<file path="config.mk">
export PLATFORM = sky130hd
export DESIGN_NAME = display_scheduler
export DESIGN_NICKNAME = d
export VERILOG_FILES = /design/src/rtl/display_pkg.sv /design/src/rtl/display_scheduler_rr_pick.sv /design/src/rtl/display_scheduler.sv
export SDC_FILE = /design/constraint.sdc
export NUM_CORES = 1
export LEC_CHECK = 0
export CAP_MARGIN = 20
export CORE_MARGIN = 3
export CORE_UTILIZATION = 46
export CTS_BUF_LIST = sky130_fd_sc_hd__clkbuf_8
export DETAILED_ROUTE_END_ITERATION = 10
export PLACE_DENSITY = 0.82
export REMOVE_ABC_BUFFERS = 1
export SLEW_MARGIN = 20
export SYNTH_ARGS = -nofsm -noshare
export SYNTH_HDL_FRONTEND = slang
export SYNTH_SLANG_ARGS = --single-unit
</file>
<file path="constraint.sdc">
create_clock -name clk -period 2.1 [get_ports clk]
set_input_delay 0.21 -clock clk [delete_from_list [all_inputs] [get_ports clk]]
set_output_delay 0.21 -clock clk [all_outputs]
set_load 0.005 [all_outputs]
</file>
<file path="src/rtl/display_pkg.sv">
// Shared types, FSM encodings and helpers for the display scheduler.
package display_pkg;

    localparam int unsigned DATA_W = 16;

    typedef logic [DATA_W-1:0] word_t;

    localparam logic [1:0] IDLE = 2'd0;
    localparam logic [1:0] SHOW = 2'd1;
    localparam logic [1:0] PICK = 2'd2;

    function automatic int unsigned clog2(input int unsigned v);
        int unsigned r;
        r = 0;
        while ((64'd1 << r) < 64'(v)) r = r + 1;
        return r;
    endfunction

endpackage

</file>
<file path="src/rtl/display_scheduler_rr_pick.sv">
// Combinational next-source finder: lowest set index, or round-robin after cur.
module rr_pick #(
    parameter int unsigned N_SRC = 4,
    parameter int unsigned SRC_W = 2
) (
    input  logic [N_SRC-1:0] mask,
    input  logic [SRC_W-1:0] cur,
    input  logic             wrap,
    output logic [SRC_W-1:0] next_idx,
    output logic             found
);

    int idx;

    // Walk candidates from last to first so the earliest match in search order wins.
    always_comb begin
        next_idx = '0;
        found    = 1'b0;
        idx      = 0;
        for (int k = int'(N_SRC); k >= 1; k--) begin
            idx = wrap ? ((int'(cur) + k) % int'(N_SRC)) : (k - 1);
            if (mask[SRC_W'(idx)]) begin
                next_idx = SRC_W'(idx);
                found    = 1'b1;
            end
        end
    end

endmodule

</file>
<file path="src/rtl/display_scheduler.sv">
// Round-robin sharing of the 4-digit hex display between N_SRC word sources,
// switching the displayed word only just after the vsync falling edge.
module display_scheduler
    import display_pkg::*;
#(
    parameter int unsigned N_SRC           = 4,
    parameter int unsigned FRAMES_PER_SLOT = 60,
    parameter int unsigned SRC_W           = 2
) (
    input  logic                      clk,
    input  logic                      rst,
    input  logic                      vga_v_sync,
    input  logic [N_SRC-1:0]          src_valid,
    input  logic [DATA_W*N_SRC-1:0]   src_data,
    output logic [N_SRC-1:0]          src_ready,
    output logic [DATA_W-1:0]         num,
    output logic [SRC_W-1:0]          num_src,
    output logic                      num_live
);

    localparam int unsigned FC_W = (clog2(FRAMES_PER_SLOT) > 0) ? clog2(FRAMES_PER_SLOT) : 1;
    localparam logic [FC_W-1:0] LAST = FC_W'(FRAMES_PER_SLOT - 1);

    logic              s1, s2, s3, tick;
    logic [1:0]        state, state_nxt;
    logic [SRC_W-1:0]  target, target_nxt;
    logic              expire, expire_nxt;
    logic [FC_W-1:0]   frame_cnt;
    logic [N_SRC-1:0]  pend, pend_nxt, has_data, accept_c;
    word_t             slot_data [N_SRC];
    logic [SRC_W-1:0]  pick_idx;
    logic              pick_found, wrap_c;

    assign accept_c = src_valid & src_ready;
    assign wrap_c   = (state != IDLE);

    rr_pick #(.N_SRC(N_SRC), .SRC_W(SRC_W)) u_rr_pick (
        .mask     (has_data),
        .cur      (num_src),
        .wrap     (wrap_c),
        .next_idx (pick_idx),
        .found    (pick_found)
    );

    // vsync synchroniser; tick is a registered one-cycle falling-edge pulse.
    always_ff @(posedge clk) begin
        if (rst) begin
            s1   <= 1'b1;
            s2   <= 1'b1;
            s3   <= 1'b1;
            tick <= 1'b0;
        end else begin
            s1   <= vga_v_sync;
            s2   <= s1;
            s3   <= s2;
            tick <= s3 & ~s2;
        end
    end

    always_comb begin
        state_nxt  = state;
        target_nxt = target;
        expire_nxt = 1'b0;
        case (state)
            IDLE: begin
                if (tick && pick_found) begin
                    state_nxt  = PICK;
                    target_nxt = pick_idx;
                end
            end
            SHOW: begin
                if (tick) begin
                    if (frame_cnt == LAST) begin
                        state_nxt  = PICK;
                        target_nxt = pick_found ? pick_idx : num_src;
                        expire_nxt = 1'b1;
                    end else if (pend[num_src]) begin
                        state_nxt  = PICK;
                        target_nxt = num_src;
                    end
                end
            end
            PICK:    state_nxt = SHOW;
            default: state_nxt = IDLE;
        endcase
    end

    // A same-cycle accept overrides the PICK clear, so a colliding write stays pending.
    always_comb begin
        pend_nxt = pend;
        if (state == PICK) pend_nxt[target] = 1'b0;
        for (int i = 0; i < int'(N_SRC); i++) begin
            if (accept_c[i]) pend_nxt[i] = 1'b1;
        end
    end

    always_ff @(posedge clk) begin
        if (rst) begin
            state     <= IDLE;
            target    <= '0;
            expire    <= 1'b0;
            frame_cnt <= '0;
            pend      <= '0;
            has_data  <= '0;
            src_ready <= '0;
            num       <= '0;
            num_src   <= '0;
            num_live  <= 1'b0;
            for (int i = 0; i < int'(N_SRC); i++) slot_data[i] <= '0;
        end else begin
            state     <= state_nxt;
            target    <= target_nxt;
            expire    <= expire_nxt;
            pend      <= pend_nxt;
            src_ready <= ~pend_nxt;
            if (state == PICK && expire) begin
                frame_cnt <= '0;
            end else if (state == SHOW && tick && frame_cnt != LAST) begin
                frame_cnt <= frame_cnt + FC_W'(1);
            end
            if (state == PICK) begin
                num      <= slot_data[target];
                num_src  <= target;
                num_live <= 1'b1;
            end
            for (int i = 0; i < int'(N_SRC); i++) begin
                if (accept_c[i]) begin
                    slot_data[i] <= src_data[DATA_W*i +: DATA_W];
                    has_data[i]  <= 1'b1;
                end
            end
        end
    end

endmodule

</file>
==> results of run 1 <==
-- where the power goes --
part	internal, W	total (W)	leakage (nW)	switching (W)
Clock	0.000559	0.00127	0.108	0.000712
Combinational	0.000240	0.000416	1.02	0.000176
Sequential	0.00239	0.00244	1.05	0.0000469
Total	0.00319	0.00413	2.18	0.000935
-- flip-flops by register name (all words and copies together) (netlist names) --
register and count:
expire 1, frame_cnt 6, has_data 4, num 16, num_live 1, num_src 2, pend 4, s1 1
s2 1, s3 1, slot_data 64, src_ready 4, state 2, target 2, tick 1
-- logic make-up after synthesis --
family | synth area share [%]
buffers and inverters | 2.48
muxes | 9.35
AOI/OAI and AO/OA | 7.71
xor gates and xnor gates | 0.755
and+or+nand+nor | 18.2
DFF | 61.2
adders and majority gates | 0.269
-- critical path, cell delays in order (launching register included) --
cell and delay [ns]:
dfxtp_1 0.40, o21bai_2 0.25, o22ai_1 0.13, a221o_1 0.31
a32oi_1 0.17, mux2_1 0.34, o2111ai_1 0.19, o21ai_1 0.10
-- through the flow --
stage          hold slack, ns  utilization [%]  TNS (ns)  std cells  setup slack, ns
6_report                0.419             61.4         0        624           0.0885
3_5_place_dp            0.394             59.3    -0.923        608          -0.0913
5_1_grt                 0.407             61.4         0        624           0.0283
4_1_cts                 0.406             61.3         0        624           0.0277
3_3_place_gp            0.400             59.3         0        608           0.0178
2_1_floorplan           0.275                -         0        361            0.127
-- cell usage after synthesis (2+ instances only) --
cell,instances
a211o_1,2
a21oi_1,33
and2_1,65
buf_1,4
buf_2,2
buf_6,3
clkbuf_1,12
dfxtp_1,46
edfxtp_1,64
inv_1,3
mux2i_1,4
mux4_2,17
nand2_1,54
nand2b_1,3
nand4_1,3
nor2_1,24
nor2b_1,3
nor3_1,2
nor3b_1,2
o21ai_1,2
o22ai_1,2
or2_2,3
or3_1,2
xor2_1,3
-- area by class of cell --
| cell class | count | share of cell area [%] |
|---|---|---|
| multi-input combinational | 248 | 28.2 |
| sequential | 110 | 47.4 |
| timing repair buffer | 114 | 18.1 |
| inverter | 3 | 0.188 |
| clock inverter | 7 | 1.25 |
| tap | 133 | 2.77 |
| clock buffer | 9 | 2.06 |
-- how the worst min path moves through the flow --
stage,from,cells after the start,slack (ns),end
CTS,vga_v_sync,2,0.41,s1
floorplan,rst,1,0.27,target[1]
global placement,s1,1,0.40,s2
detailed placement,s1,1,0.39,s2
finish,vga_v_sync,2,0.42,s1
global route,vga_v_sync,2,0.41,s1
-- per-layer routing --
layer	vias up	track usage (%)
li1	1554	-
met1	1612	23.7
met4	0	6.39
met2	161	34.3
met5	-	0
met3	27	4.49
==> results.yml, run 1 <==
status:
  status: "completed"
sta:
  hold_violations: 0
  fmax_ghz: 0.497
  tightest_slew_ns: 1.05
  finalMaxSlewViolations: 0
  period_needed_ns: 2.01
  relSlewSlack_pct: 30.0
  post-route-period-util_pct: 95.8
  setup_viol: 0
  rsz0062_at_grt: "no"
  fin_skew_ns: 0.0146
finish:
  drive_above_1_share_pct: 13.2
  regArea_um2: 2840
  layout_common_cells: "clkdlybuf4s50_1, and2_1, edfxtp_1, nand2_1, dfxtp_1"
  n_fill_cell: 739
  stdcell_area_um2: 6000
  area_growth_pct: 29.3
  antenna-diode-count: 0
  nets: 558
  multi_input_area_um2: 1690
  mostFrequentLayoutCell: "clkdlybuf4s50_1"
yosys:
  synthTopCellsByArea: "edfxtp_1, dfxtp_1, and2_1"
  ys.flop_type: "edfxtp_1"
  async_reset_ff_share_pct: 0
  seq_area_frac_synth_pct: 61.2
  synth_top_cell_area_share_pct: 41.4
  ys_ff_latch: 110
  syn_avg_cell_area_um2: 12.2
  yosysWarnings: 0
  yosys.area.top_type: "edfxtp_1"
  yosysUniqueCellTypes: 48
  syn-cell-area_um2: 4640
  synth_edf_count: 64
  synth_cells: 382
route:
  wire_per_inst_um: 17.4
  detail-route-antenna-nets: 0
  top_layer: "met4"
  m1WireLength_um: 4270
  drc: 0
  drt-total-wl_um: 10800
  vias: 3354
  vias_per_cell: 5.38
  wl_met2_um: 5630
  wl_met3_um: 722
  dr.pass1.iters: 6
  drtIter0Drc: 167
clock_tree:
  cts_setup_buffers: 0
  cts_tree: "built"
  htreeDepth: 3
  clkTransAtPathRegs_ns: 0.11
  cts_num_sinks: 110
  post_cts_resized: 0
  postCtsHoldBufs: 0
  numCtsBuffers: 9
  root_buffer: "clkbuf_8"
  insertion_delay_ns: 0.36
  clockBufferDepth: 2
grt:
  gr-total-overflow: 0
  grt_usage_pct: 19.5
  grt_max_degree: 34
  grt_pass1_wl_um: 16900
  grt_pass1_vias: 3345
  antenna_found_initial: 0
power_and_ir_drop:
  ir_drop_v: 0.000352
  power_density_nw_per_um2: 688
  leakagePower_nw: 2.18
  power_w: 0.00413
run:
  drv_cap: 0
floorplan:
  die_area_um2: 11300
  io_pins: 94
  dieWidth_um: 106
  core_area_um2: 9770
  start_util_pct: 47.5
  rows: 36
  die_h_um: 106
critical_path:
  cp_data_required_time_ns: 2.34
  critPathMaxFanout: 7
  worstSetupEndpointType: "register"
  reg2reg_depth: 7
  startpoint_type: "register"
  cp.arrival_ns: 2.25
  critical_path_class: "register to register"
  reg2reg_from: "state[0]"
  rr_endpoint: "target[0]"
  crit_end: "target[0]"
  reg2reg_slack_ns: 0.09
  crit_start: "state[0]"
place:
  dpl_cell_area_um2: 5800
  place.port_buffers: 93
  dp_hpwl_um: 7610
  gp_congestion: 0.832
worst_hold_path:
  hold_path.class: "input port to register"
(Power assumes the default switching activity.)
==> run 2: changes to the inputs <==
--- a/config.mk
+++ b/config.mk
@@ -12,7 +12,7 @@
 export DETAILED_ROUTE_END_ITERATION = 10
 export PLACE_DENSITY = 0.82
 export REMOVE_ABC_BUFFERS = 1
-export SLEW_MARGIN = 20
+export SLEW_MARGIN = 30
 export SYNTH_ARGS = -nofsm -noshare
 export SYNTH_HDL_FRONTEND = slang
 export SYNTH_SLANG_ARGS = --single-unit
==> results.yml, run 2 (synthesis gave the netlist of run 1 again) <==
sta:
  finalMaxSlewViolations: 0
  setup_viol: 0
  hold_violations: 0
  post-route-period-util_pct: 97.0
  finalWorstSetupSlack_ns: 0.0640
  tightest_slew_ns: 0.692
  rsz0062_at_grt: "no"
  fin_skew_ns: 0.0140
  relSlewSlack_pct: 53.8
  period_needed_ns: 2.04
  fmax_ghz: 0.491
finish:
  largest_register: "slot_data"
  regArea_um2: 2840
  stdcell_area_um2: 6010
  area_growth_pct: 29.4
  drive_above_1_share_pct: 13.6
  mostFrequentLayoutCell: "clkdlybuf4s50_1"
  antenna-diode-count: 0
  layout_common_cells: "clkdlybuf4s50_1, and2_1, edfxtp_1, nand2_1, dfxtp_1"
  nets: 558
  n_fill_cell: 751
  top_regs: "slot_data x64, num x16, frame_cnt x6"
  instances_no_fill: 624
  largest_reg_flops: 64
  multi_input_area_um2: 1700
power_and_ir_drop:
  swShare_pct: 22.7
  ir_drop_v: 0.000346
  comb_power_share_pct: 10.1
  power_report.internal_total_w: 0.00319
  seq_power_share_pct: 59.0
  p_switching_w: 0.000940
  power_density_nw_per_um2: 688
  leakagePower_nw: 2.18
  power_w: 0.00413
  p_clk_share_pct: 30.8
route:
  detail-route-antenna-nets: 0
  drc: 0
  dr.pass1.iters: 4
  wire_per_inst_um: 17.4
  vias: 3342
  vias_per_cell: 5.36
  drt-total-wl_um: 10900
  drtIter0Drc: 170
critical_path:
  cp_data_required_time_ns: 2.35
  critical_path_class: "register to register"
  critPathTopFamily: "compound AO/OA/AOI/OAI gates"
  reg2reg_from: "num_src[0]"
  crit_start: "num_src[0]"
  cp.arrival_ns: 2.28
  crit_slowest_cell: "dfxtp_1"
  crit_path_cell_trace: "o21ba_4 -> a221o_1 -> a32oi_1 -> mux2_1 -> o2111ai_1 -> o21ai_1"
  critPathMaxFanout: 9
  worstSetupEndpointType: "register"
  max_stage_delay_ns: 0.56
  crit_buf_inv: 0
  reg2reg_slack_ns: 0.06
  startpoint_type: "register"
clock_tree:
  numCtsBuffers: 9
  clockBufferDepth: 2
  cts_tree: "built"
  cts_setup_buffers: 0
  htreeDepth: 3
  cts_num_sinks: 110
  root_buffer: "clkbuf_8"
  insertion_delay_ns: 0.37
  clkTransAtPathRegs_ns: 0.10
place:
  place.port_buffers: 93
  dp_hpwl_um: 7610
  dpl_cell_area_um2: 5800
  pre_cts_ws_ns: -0.0259
  placed_cells: 608
  gp_congestion: 0.832
floorplan:
  die_area_um2: 11300
  io_pins: 94
  die_h_um: 106
  start_util_pct: 47.5
  core_area_um2: 9770
  dieWidth_um: 106
  rows: 36
grt:
  grt_pass1_vias: 3358
  grt_max_degree: 34
  grt_pass1_wl_um: 16900
  antenna_found_initial: 0
  gr-total-overflow: 0
  grt_usage_pct: 19.5
worst_hold_path:
  hold_path.class: "input port to register"
  min_from: "vga_v_sync"
status:
  status: "completed"
run:
  drv_cap: 0
run 2: metrics by stage:
| step | hold slack [ns] | util, % | setup TNS, ns |
|---|---|---|---|
| CTS | 0.401 | 61.4 | 0 |
| finish | 0.414 | 61.5 | 0 |
| floorplan | 0.275 | - | 0 |
| global route | 0.410 | 61.5 | 0 |
| detailed placement | 0.394 | 59.4 | -0.0886 |
| global placement | 0.400 | 59.3 | 0 |
run 2: repair_timing:
action / 4_1_cts / 5_1_grt
gates resized for setup: 0 / 1
hold buffers: 0 / 0
endpoints found under the setup margin: 0 / 1
hold endpoints to repair: 0 / 0
run 2: area by class of cell:
class | count | share of cell area [%]
well taps | 133 | 2.77
flip-flops and latches | 110 | 47.3
clock buffers | 9 | 2.06
multi-input cells | 248 | 28.3
clock inverters | 7 | 1.25
repair buffers | 114 | 18.1
inverters | 3 | 0.187
run 2: worst register-to-register path: stages (launching register included):
cell and delay, ns:
dfxtp_1 0.56, o21ba_4 0.24, a221o_1 0.32, a32oi_1 0.18
mux2_1 0.35, o2111ai_1 0.19, o21ai_1 0.10
run 2: path summary, 6_finish.rpt:
check,end,depth (start not counted)
max,target[0],6
min,s1,2
max reg2reg,target[0],6
min reg2reg,tick,2
run 2: routing by layer:
metal  vias up  share of wire [%]  track usage (%)
met4         0                2.8             9.32
met5         -                  0                0
met1      1608                 40             23.1
met3        28                6.7             3.89
li1       1554                  -                -
met2       152                 51             34.1
run 2: power groups by stage:
stage	clock network [W]	registers, W	logic [W]
detailed placement	0	0.00249	0.000418
CTS	0.00128	0.00244	0.000419
global route	0.00136	0.00245	0.000449
floorplan	0	0.00248	0.000166
global placement	0	0.00248	0.000406
finish	0.00127	0.00244	0.000418
